## src/rtl/ga_eval_scheduler_if.sv

```systemverilog
// Memory-side bus of the GA fitness evaluation scheduler: population read port
// and fitness write port. The scheduler is the master; the memories are the slave.
interface ga_eval_scheduler_if #(
    parameter int ADDR_W = 5,
    parameter int FIT_W  = 4
);
    logic              mem_rd_en;
    logic [ADDR_W-1:0] mem_rd_addr;
    logic [23:0]       mem_rd_data;
    logic              fit_wr_en;
    logic [ADDR_W-1:0] fit_wr_addr;
    logic [FIT_W-1:0]  fit_wr_data;

    modport master (
        output mem_rd_en,
        output mem_rd_addr,
        input  mem_rd_data,
        output fit_wr_en,
        output fit_wr_addr,
        output fit_wr_data
    );

    modport slave (
        input  mem_rd_en,
        input  mem_rd_addr,
        output mem_rd_data,
        input  fit_wr_en,
        input  fit_wr_addr,
        input  fit_wr_data
    );
endinterface

```

## src/rtl/ga_eval_scheduler.sv

```systemverilog
// Sequences fitness evaluation of a GA population of 24-bit 3-state Mealy FSM chromosomes.
// Optional early stop on reaching MAX_FITNESS is enabled by defining GA_EARLY_STOP_EN.
module ga_eval_scheduler #(
    parameter int POP_SIZE    = 32,
    parameter int SEQ_LEN     = 5,
    parameter int FIT_W       = 4,
    parameter int MAX_FITNESS = 7,
    parameter int ADDR_W      = 5
) (
    input  logic                clk,
    input  logic                rst,
    input  logic                start,
    input  logic                clear_best,
    input  logic [SEQ_LEN-1:0]  input_seq,
    input  logic [SEQ_LEN-1:0]  expected,
    ga_eval_scheduler_if.master bus,
    output logic                busy,
    output logic                done,
    output logic                max_reached,
    output logic [23:0]         best_chrom,
    output logic [FIT_W-1:0]    best_fit,
    output logic [ADDR_W-1:0]   best_idx
);

    localparam int K_W = (SEQ_LEN > 1) ? $clog2(SEQ_LEN) : 1;
    localparam logic [FIT_W-1:0]  MAX_FIT_V = FIT_W'(MAX_FITNESS);
    localparam logic [ADDR_W-1:0] LAST_IDX  = ADDR_W'(POP_SIZE - 1);
    localparam logic [K_W-1:0]    LAST_STEP = K_W'(SEQ_LEN - 1);

`ifdef GA_EARLY_STOP_EN
    localparam bit EARLY_STOP = 1'b1;
`else
    localparam bit EARLY_STOP = 1'b0;
`endif

    typedef enum logic [2:0] {
        S_IDLE,
        S_FETCH,
        S_WAIT,
        S_STEP,
        S_WRITE,
        S_DONE
    } state_t;

    state_t state;
    state_t next_state;

    logic [SEQ_LEN-1:0] seq_reg;
    logic [SEQ_LEN-1:0] exp_reg;
    logic [SEQ_LEN-1:0] in_sh;
    logic [SEQ_LEN-1:0] exp_sh;
    logic [ADDR_W-1:0]  index;
    logic [23:0]        chrom_reg;
    logic [1:0]         fsm_s;
    logic [K_W-1:0]     k;
    logic [FIT_W-1:0]   acc;

    logic               cur_in;
    logic               cur_exp;
    logic [3:0]         nib;
    logic               step_out;
    logic [1:0]         step_next;
    logic [FIT_W-1:0]   score_inc;
    logic               last_idx;
    logic               last_step;
    logic               stop_hit;

    function automatic logic [1:0] mod3(input logic [2:0] v);
        logic [1:0] r;
        case (v)
            3'd0, 3'd3, 3'd6: r = 2'd0;
            3'd1, 3'd4, 3'd7: r = 2'd1;
            default:          r = 2'd2;
        endcase
        return r;
    endfunction

    assign cur_in    = in_sh[SEQ_LEN-1];
    assign cur_exp   = exp_sh[SEQ_LEN-1];
    assign last_idx  = (index == LAST_IDX);
    assign last_step = (k == LAST_STEP);
    assign stop_hit  = EARLY_STOP && (acc >= MAX_FIT_V);

    // Transition nibble for (state, input) lives at bit 4*(2*s+in) of the chromosome.
    always_comb begin
        nib = 4'd0;
        case ({fsm_s, cur_in})
            3'd0:    nib = chrom_reg[3:0];
            3'd1:    nib = chrom_reg[7:4];
            3'd2:    nib = chrom_reg[11:8];
            3'd3:    nib = chrom_reg[15:12];
            3'd4:    nib = chrom_reg[19:16];
            3'd5:    nib = chrom_reg[23:20];
            default: nib = 4'd0;
        endcase
    end

    assign step_out  = nib[3];
    assign step_next = mod3(nib[2:0]);

    always_comb begin
        score_inc = '0;
        if (step_out == cur_exp) begin
            score_inc = cur_exp ? FIT_W'(3) : FIT_W'(1);
        end
    end

    always_ff @(posedge clk) begin
        if (rst) begin
            state <= S_IDLE;
        end else begin
            state <= next_state;
        end
    end

    // Strobes are forced low while rst is high so a reset landing on WRITE never commits.
    always_comb begin
        next_state      = state;
        busy            = (state != S_IDLE);
        done            = 1'b0;
        bus.mem_rd_en   = 1'b0;
        bus.mem_rd_addr = '0;
        bus.fit_wr_en   = 1'b0;
        bus.fit_wr_addr = '0;
        bus.fit_wr_data = '0;

        case (state)
            S_IDLE: begin
                if (start) begin
                    next_state = S_FETCH;
                end
            end
            S_FETCH: begin
                bus.mem_rd_en   = 1'b1;
                bus.mem_rd_addr = index;
                next_state      = S_WAIT;
            end
            S_WAIT: begin
                next_state = S_STEP;
            end
            S_STEP: begin
                if (last_step) begin
                    next_state = S_WRITE;
                end
            end
            S_WRITE: begin
                bus.fit_wr_en   = 1'b1;
                bus.fit_wr_addr = index;
                bus.fit_wr_data = acc;
                if (last_idx || stop_hit) begin
                    next_state = S_DONE;
                end else begin
                    next_state = S_FETCH;
                end
            end
            S_DONE: begin
                done       = 1'b1;
                next_state = S_IDLE;
            end
            default: begin
                next_state = S_IDLE;
            end
        endcase

        if (rst) begin
            busy            = 1'b0;
            done            = 1'b0;
            bus.mem_rd_en   = 1'b0;
            bus.mem_rd_addr = '0;
            bus.fit_wr_en   = 1'b0;
            bus.fit_wr_addr = '0;
            bus.fit_wr_data = '0;
        end
    end

    always_ff @(posedge clk) begin
        if (rst) begin
            seq_reg     <= '0;
            exp_reg     <= '0;
            in_sh       <= '0;
            exp_sh      <= '0;
            index       <= '0;
            chrom_reg   <= '0;
            fsm_s       <= '0;
            k           <= '0;
            acc         <= '0;
            max_reached <= 1'b0;
            best_chrom  <= '0;
            best_fit    <= '0;
            best_idx    <= '0;
        end else begin
            case (state)
                S_IDLE: begin
                    if (start) begin
                        seq_reg     <= input_seq;
                        exp_reg     <= expected;
                        index       <= '0;
                        max_reached <= 1'b0;
                        if (clear_best) begin
                            best_chrom <= '0;
                            best_fit   <= '0;
                            best_idx   <= '0;
                        end
                    end
                end
                S_WAIT: begin
                    chrom_reg <= bus.mem_rd_data;
                    fsm_s     <= '0;
                    k         <= '0;
                    acc       <= '0;
                    in_sh     <= seq_reg;
                    exp_sh    <= exp_reg;
                end
                S_STEP: begin
                    fsm_s  <= step_next;
                    acc    <= acc + score_inc;
                    k      <= k + K_W'(1);
                    in_sh  <= in_sh << 1;
                    exp_sh <= exp_sh << 1;
                end
                S_WRITE: begin
                    // Strict compare keeps the earliest chromosome on a tie.
                    if (acc > best_fit) begin
                        best_chrom <= chrom_reg;
                        best_fit   <= acc;
                        best_idx   <= index;
                    end
                    if (stop_hit) begin
                        max_reached <= 1'b1;
                    end else if (!last_idx) begin
                        index <= index + ADDR_W'(1);
                    end
                end
                default: begin
                end
            endcase
        end
    end

endmodule

```

## src/flat_wrapper.sv

```systemverilog
// flat-port wrapper written by rule: the top's interface ports become plain ports
module ga_eval_scheduler_flat 
#(
    parameter int POP_SIZE    = 32,
    parameter int SEQ_LEN     = 5,
    parameter int FIT_W       = 4,
    parameter int MAX_FITNESS = 7,
    parameter int ADDR_W      = 5
)
  (clk, rst, start, clear_best, input_seq, expected, busy, done, max_reached, best_chrom, best_fit, best_idx, bus_mem_rd_en, bus_mem_rd_addr, bus_mem_rd_data, bus_fit_wr_en, bus_fit_wr_addr, bus_fit_wr_data);
  ga_eval_scheduler_if #(.ADDR_W(ADDR_W), .FIT_W(FIT_W)) bus_i ();
  input  logic clk;
  input  logic rst;
  input  logic start;
  input  logic clear_best;
  input  logic [SEQ_LEN-1:0] input_seq;
  input  logic [SEQ_LEN-1:0] expected;
  output logic busy;
  output logic done;
  output logic max_reached;
  output logic [23:0] best_chrom;
  output logic [FIT_W-1:0] best_fit;
  output logic [ADDR_W-1:0] best_idx;
  output wire logic [$bits(bus_i.mem_rd_en)-1:0] bus_mem_rd_en;
  output wire logic [$bits(bus_i.mem_rd_addr)-1:0] bus_mem_rd_addr;
  input wire logic [$bits(bus_i.mem_rd_data)-1:0] bus_mem_rd_data;
  output wire logic [$bits(bus_i.fit_wr_en)-1:0] bus_fit_wr_en;
  output wire logic [$bits(bus_i.fit_wr_addr)-1:0] bus_fit_wr_addr;
  output wire logic [$bits(bus_i.fit_wr_data)-1:0] bus_fit_wr_data;
  assign bus_mem_rd_en = bus_i.mem_rd_en;
  assign bus_mem_rd_addr = bus_i.mem_rd_addr;
  assign bus_i.mem_rd_data = bus_mem_rd_data;
  assign bus_fit_wr_en = bus_i.fit_wr_en;
  assign bus_fit_wr_addr = bus_i.fit_wr_addr;
  assign bus_fit_wr_data = bus_i.fit_wr_data;
  ga_eval_scheduler #(.POP_SIZE(POP_SIZE), .SEQ_LEN(SEQ_LEN), .FIT_W(FIT_W), .MAX_FITNESS(MAX_FITNESS), .ADDR_W(ADDR_W)) u_core (.clk(clk), .rst(rst), .start(start), .clear_best(clear_best), .input_seq(input_seq), .expected(expected), .bus(bus_i), .busy(busy), .done(done), .max_reached(max_reached), .best_chrom(best_chrom), .best_fit(best_fit), .best_idx(best_idx));
endmodule
```

## config.mk

```make
export PLATFORM = sky130hd
export DESIGN_NAME = ga_eval_scheduler_flat
export DESIGN_NICKNAME = d
export VERILOG_FILES = /design/src/rtl/ga_eval_scheduler_if.sv /design/src/rtl/ga_eval_scheduler.sv /design/src/flat_wrapper.sv
export SDC_FILE = /design/constraint.sdc
export NUM_CORES = 1
export LEC_CHECK = 0
export ABC_AREA = 1
export CELL_PAD_IN_SITES_DETAIL_PLACEMENT = 1
export CELL_PAD_IN_SITES_GLOBAL_PLACEMENT = 2
export CORE_ASPECT_RATIO = 1.2
export CORE_MARGIN = 4
export CORE_UTILIZATION = 30
export DETAILED_ROUTE_END_ITERATION = 12
export PLACE_DENSITY_LB_ADDON = 0.12
export SKIP_CTS_REPAIR_TIMING = 1
export SLEW_MARGIN = 0
export SYNTH_ARGS = -nofsm -noshare
export SYNTH_HDL_FRONTEND = slang
export SYNTH_SLANG_ARGS = --single-unit
```

## constraint.sdc

```tcl
create_clock -name clk -period 7 [get_ports clk]
set_input_delay 0.7 -clock clk [delete_from_list [all_inputs] [get_ports clk]]
set_output_delay 0.7 -clock clk [all_outputs]
set_load 0.05 [all_outputs]
```

==> results.toml, run 1 <==
[synthesis]
syn_avg_cell_area_um2 = 7.246
syn_area_mm2 = 0.004123
yosysWarnings = 0
seq_area_frac_synth = 0.4564
synth_area_leaders = "dfxtp_1 46%, nand2_1 9.7%, a21oi_1 8.4%"
synth_seq_cells = 94
yosysUniqueCellTypes = 33
synth_largest_area_cell = "dfxtp_1"
synth_fp_nets = 619
synthCells = 569
synth_top_cell_area_share = 0.4564

[sta]
finClkSkew_ns = 0.01091
finalSetupViolCount = 0
period_minus_slack_ns = 3.322
drv_slew = 0
rsz0062_at_grt = "no"
finalSetupTns_ns = 0
min_period_over_period = 0.4745
fin_hold_ws_ns = 0.4578
hold_viol = 0
relSlewSlack = 0.3026
tightest_slew_ns = 1.045
fmax_mhz = 301.1

[global_route]
grt_pass1_wl_um = 20390
grt_max_degree = 63
grt_pass1_vias = 4113
grt_overflow_total = 0
antenna_found_initial = 0
grt_util_all_layers = 0.1634

[worst_setup_path]
r2r_cells = 8
r2r_start = "u_core.state[1]$_SDFFE_PP0P_"
r2r-end = "u_core.chrom_reg[8]$_SDFFE_PP0P_"
r2r_slack_ns = 4.18
cp_max_fo = 62
critPathCaptureType = "primary output"
cp_data_required_time_ns = 6.30
startpoint_type = "input pin"
critPathArrivalTime_ns = 2.62
critPathKind = "input pin to primary output"

[detailed_routing]
drtPass1Iterations = 4
drtAntennaViolNets = 0
vias_per_cell = 4.910
routed_wirelength_um = 12300
wire_per_inst_um = 15.15
drc_errors = 0
vias = 3987
drt_iter0_markers = 181

[die]
pin_count = 90
core-area_mm2 = 0.01335
chipWidth_um = 115.0
die_area_mm2 = 0.01569
initial_core_util = 0.3088
dieHeight_um = 136.4
num_rows = 46

[pwr]
p_leak_nw = 1.907
ir_worst_vdd_mv = 0.1129
power_w = 0.001245
power_density_mw_per_mm2 = 232.0

[job]
cap_violations = 0

[finish]
multiInputGateArea_mm2 = 0.001851
nets = 689
final_layout_size_suffix_gt1_frac = 0.04658
fin_cells = 812
fin_util = 0.4018
area_growth_syn_to_layout_pct = 30.14
diodes = 0
regArea_mm2 = 0.001882
fillers = 1674

[min_path]
holdPathEnd = "u_core.exp_reg[1]$_SDFFE_PP0P_"
holdCritStartpoint = "u_core.exp_reg[1]$_SDFFE_PP0P_"
min_path_type = "flop to flop"
hold_path_depth = 2

[clocking]
h-tree-depth = 3
clk_latency_ns = 0.34
cts_buffers = 9
root_buffer = "clkbuf_16"
cts_buffer_depth = 2
cts_tree = "done"
cts.sinks = 94
clk_pin_slew_ns = 0.07

[place]
dp_hpwl_um = 8670
io_buffers = 88
placed_cells = 796
place_congestion = 0.7668

[run_status]
status = "completed"
## worst max-delay path: stages
cell,delay (ns)
buf_2,0.09
buf_4,0.32
nor2_1,0.23
clkinv_1,0.26
nor2_1,0.17
clkdlybuf4s50_1,0.82
## layout make-up
cell class                 count  area share
clock buffer                  11     0.04338
clock inverter                 5     0.01096
timing repair buffer          91      0.1674
sequential                    94      0.3507
inverter                      62     0.04338
multi-input combinational    381      0.3449
tap                          168     0.03918
## layout by cell type, fill, tap and decap left out, types with 2 or more instances in the layout
cell type,instances
nand2_1,106
clkbuf_1,2
o21ai_0,34
a211oi_1,2
ha_1,11
inv_2,6
clkinvlp_4,2
o211ai_1,4
nand3_1,50
a21oi_1,69
nand4_1,6
clkbuf_16,9
a31oi_1,6
nor3_1,8
nand2_2,2
dfxtp_1,94
buf_4,3
clkdlybuf4s50_1,87
inv_1,55
nor2_1,71
## through the flow
step	worst slack (ns)	cell area [um2]
4_1_cts	3.644	5365
5_1_grt	3.477	5365
3_5_place_dp	3.659	5074
2_1_floorplan	3.581	4123
3_3_place_gp	3.706	5074
6_report	3.678	5365
## layer usage
layer  GRT usage  wire [um]
met2      0.3015       6489
met4     0.04110        129
met3     0.03428        459
met1      0.1900       5224
met5           0          0
## cells by family (layout without fill, tap and decap cells)
family,after synthesis,count (layout),share of synthesized area
AO/OA/AOI/OAI,120,120,0.1569
adder cells (fa/ha/maj),12,12,0.03824
buffers and inverters,94,169,0.09469
flip-flops,94,94,0.4564
other,1,1,0.0009096
AND/OR/NAND/NOR,248,248,0.2528
## where the power goes
group	switching (W)	internal (W)
clock network	0.000210	0.000278
logic	0.000109	0.0000553
registers	0.0000249	0.000568
## Yosys cell counts, drive strengths merged
master	instances
clkinv	1
buf	16
inv	61
clkbuf	16
o21ai	34
ha	11
o22ai	1
nor3b	1
a31oi	6
fa	1
nor4	1
a41oi	1
a221oi	1
a2bb2oi	1
dfxtp	94
a311oi	1
nand3	50
conb	1
nand4	6
a21oi	69
o211ai	4
nor2	73
a211oi	2
or2	1
nand2	108
nor3	8
## worst max path at each step
stage | from | slack [ns] | end | cells after the start
4_1_cts | rst | 3.64 | bus_fit_wr_addr[2] | 6
6_report | rst | 3.68 | bus_fit_wr_addr[2] | 6
5_1_grt | rst | 3.48 | bus_fit_wr_addr[3] | 6
3_3_place_gp | rst | 3.71 | bus_fit_wr_data[2] | 6
3_5_place_dp | rst | 3.66 | bus_fit_wr_addr[3] | 6
2_1_floorplan | rst | 3.58 | bus_fit_wr_addr[0] | 4
Power figures use the tool's default switching activity.
==> run 2, diff against run 1 <==
--- a/config.mk
+++ b/config.mk
@@ -10,7 +10,7 @@
 export CELL_PAD_IN_SITES_GLOBAL_PLACEMENT = 2
 export CORE_ASPECT_RATIO = 1.2
 export CORE_MARGIN = 4
-export CORE_UTILIZATION = 30
+export CORE_UTILIZATION = 28
 export DETAILED_ROUTE_END_ITERATION = 12
 export PLACE_DENSITY_LB_ADDON = 0.12
 export SKIP_CTS_REPAIR_TIMING = 1
==> constraint.sdc (replaced) <==
create_clock -name clk -period 3.3 [get_ports clk]
set_input_delay 0.33 -clock clk [delete_from_list [all_inputs] [get_ports clk]]
set_output_delay 0.33 -clock clk [all_outputs]
set_load 0.05 [all_outputs]
==> results.toml, run 2 (synthesis gave the netlist of run 1 again) <==
[sta]
tightest_slew_ns = 0.9862
period_minus_slack_ns = 2.813
fin_ws_ns = 0.4871
relSlewSlack = 0.3418
drv_slew = 0
hold_viol = 0
finalSetupTns_ns = 0
fmax_mhz = 355.5
min_period_over_period = 0.8524
rsz0062_at_grt = "no"
finClkSkew_ns = 0.007342
finalSetupViolCount = 0

[detailed_routing]
routed_wirelength_um = 12920
drt_iter0_markers = 109
drtPass1Iterations = 4
vias_per_cell = 4.867
wire_per_inst_um = 15.74
vias = 3996
drc_errors = 0
drtAntennaViolNets = 0

[clocking]
root_buffer = "clkbuf_16"
cts.sinks = 94
clk_pin_slew_ns = 0.07
cts_buffers = 9
cts_tree = "done"
h-tree-depth = 3
clk_latency_ns = 0.35
cts_buffer_depth = 2

[finish]
final_layout_size_suffix_gt1_frac = 0.05263
layout_commonest_cell = "nand2_1"
final_cell_mix = "106 x nand2_1, 94 x dfxtp_1, 87 x clkdlybuf4s50_1"
diodes = 0
fin_cells = 821
nets = 692
area_growth_syn_to_layout_pct = 30.74

[place]
place_ws_ns = 0.5745
io_buffers = 88
dp_hpwl_um = 9251
placed_cells = 806
place_congestion = 0.7553

[die]
dieHeight_um = 140.9
die_area_mm2 = 0.01674
num_rows = 48
initial_core_util = 0.2860
chipWidth_um = 118.8
core-area_mm2 = 0.01441
pin_count = 90

[pwr]
p_leak_nw = 1.931
power_density_mw_per_mm2 = 487.6
power_w = 0.002628
ir_worst_vdd_mv = 0.1794

[global_route]
antenna_found_initial = 0
grt_pass1_wl_um = 21030
grt_max_degree = 54
grt_overflow_total = 0
grt_util_all_layers = 0.1579
grt_pass1_vias = 4202

[worst_setup_path]
startpoint_type = "flop"
r2r_slack_ns = 0.58
cp_data_required_time_ns = 2.97
cp_max_fo = 9
critPathKind = "flop to primary output"
critPathCaptureType = "primary output"
critPathArrivalTime_ns = 2.48
r2r_cells = 12

[min_path]
min_path_type = "input pin to flop"
hold_path_depth = 2

[job]
cap_violations = 0

[run_status]
status = "completed"
==> run 2: power by group <==
part           internal (W)  switching, W  leakage [nW]
Sequential          0.00120     0.0000542         0.763
Clock              0.000568      0.000444         0.144
Combinational      0.000121      0.000236          1.02
==> run 2: final cells by class <==
type                            count  area [um2]
Multi-Input combinational cell    381        1851
Sequential cell                    94        1882
Timing Repair Buffer               94       920.9
Clock inverter                      3       18.77
Tap cell                          175       219.0
Fill cell                        1789        9024
Clock buffer                       12       266.5
Inverter                           62       232.7
==> run 2: per-stage QoR <==
step           cell area (um2)  utilization  hold slack (ns)
2_1_floorplan             4123            -           0.4299
3_3_place_gp              5105       0.3542           0.4481
3_5_place_dp              5105       0.3542           0.4600
4_1_cts                   5390       0.3740           0.3250
5_1_grt                   5390       0.3740           0.3335
6_report                  5390       0.3740           0.3224
==> run 2: worst paths after layout <==
path,endpoint,from
hold / removal,u_core.best_fit[3]$_SDFFE_PP0P_,rst
hold reg to reg,u_core.seq_reg[1]$_SDFFE_PP0P_,u_core.seq_reg[1]$_SDFFE_PP0P_
setup / recovery,bus_fit_wr_data[1],u_core.state[0]$_SDFFE_PP0P_
setup reg to reg,u_core.acc[1]$_SDFFE_PP0P_,u_core.fsm_s[1]$_SDFFE_PP0P_
==> run 2: per-layer routing <==
metal,GRT usage,vias to the layer above,share of wire
met3,0.03491,12,0.035
met4,0.05308,0,0.013
met1,0.1730,1929,0.42
li1,-,1997,-
met5,0,-,0
met2,0.2988,58,0.54
==> run 2: worst max-delay path, stage by stage (launching register included) <==
cell and delay (ns):
dfxtp_1 0.34, nor2_1 0.14, inv_2 0.06, nor2_4 0.12, inv_2 0.06, nor2_1 0.14, clkinv_1 0.27, nor2_1 0.19
clkdlybuf4s50_1 0.82
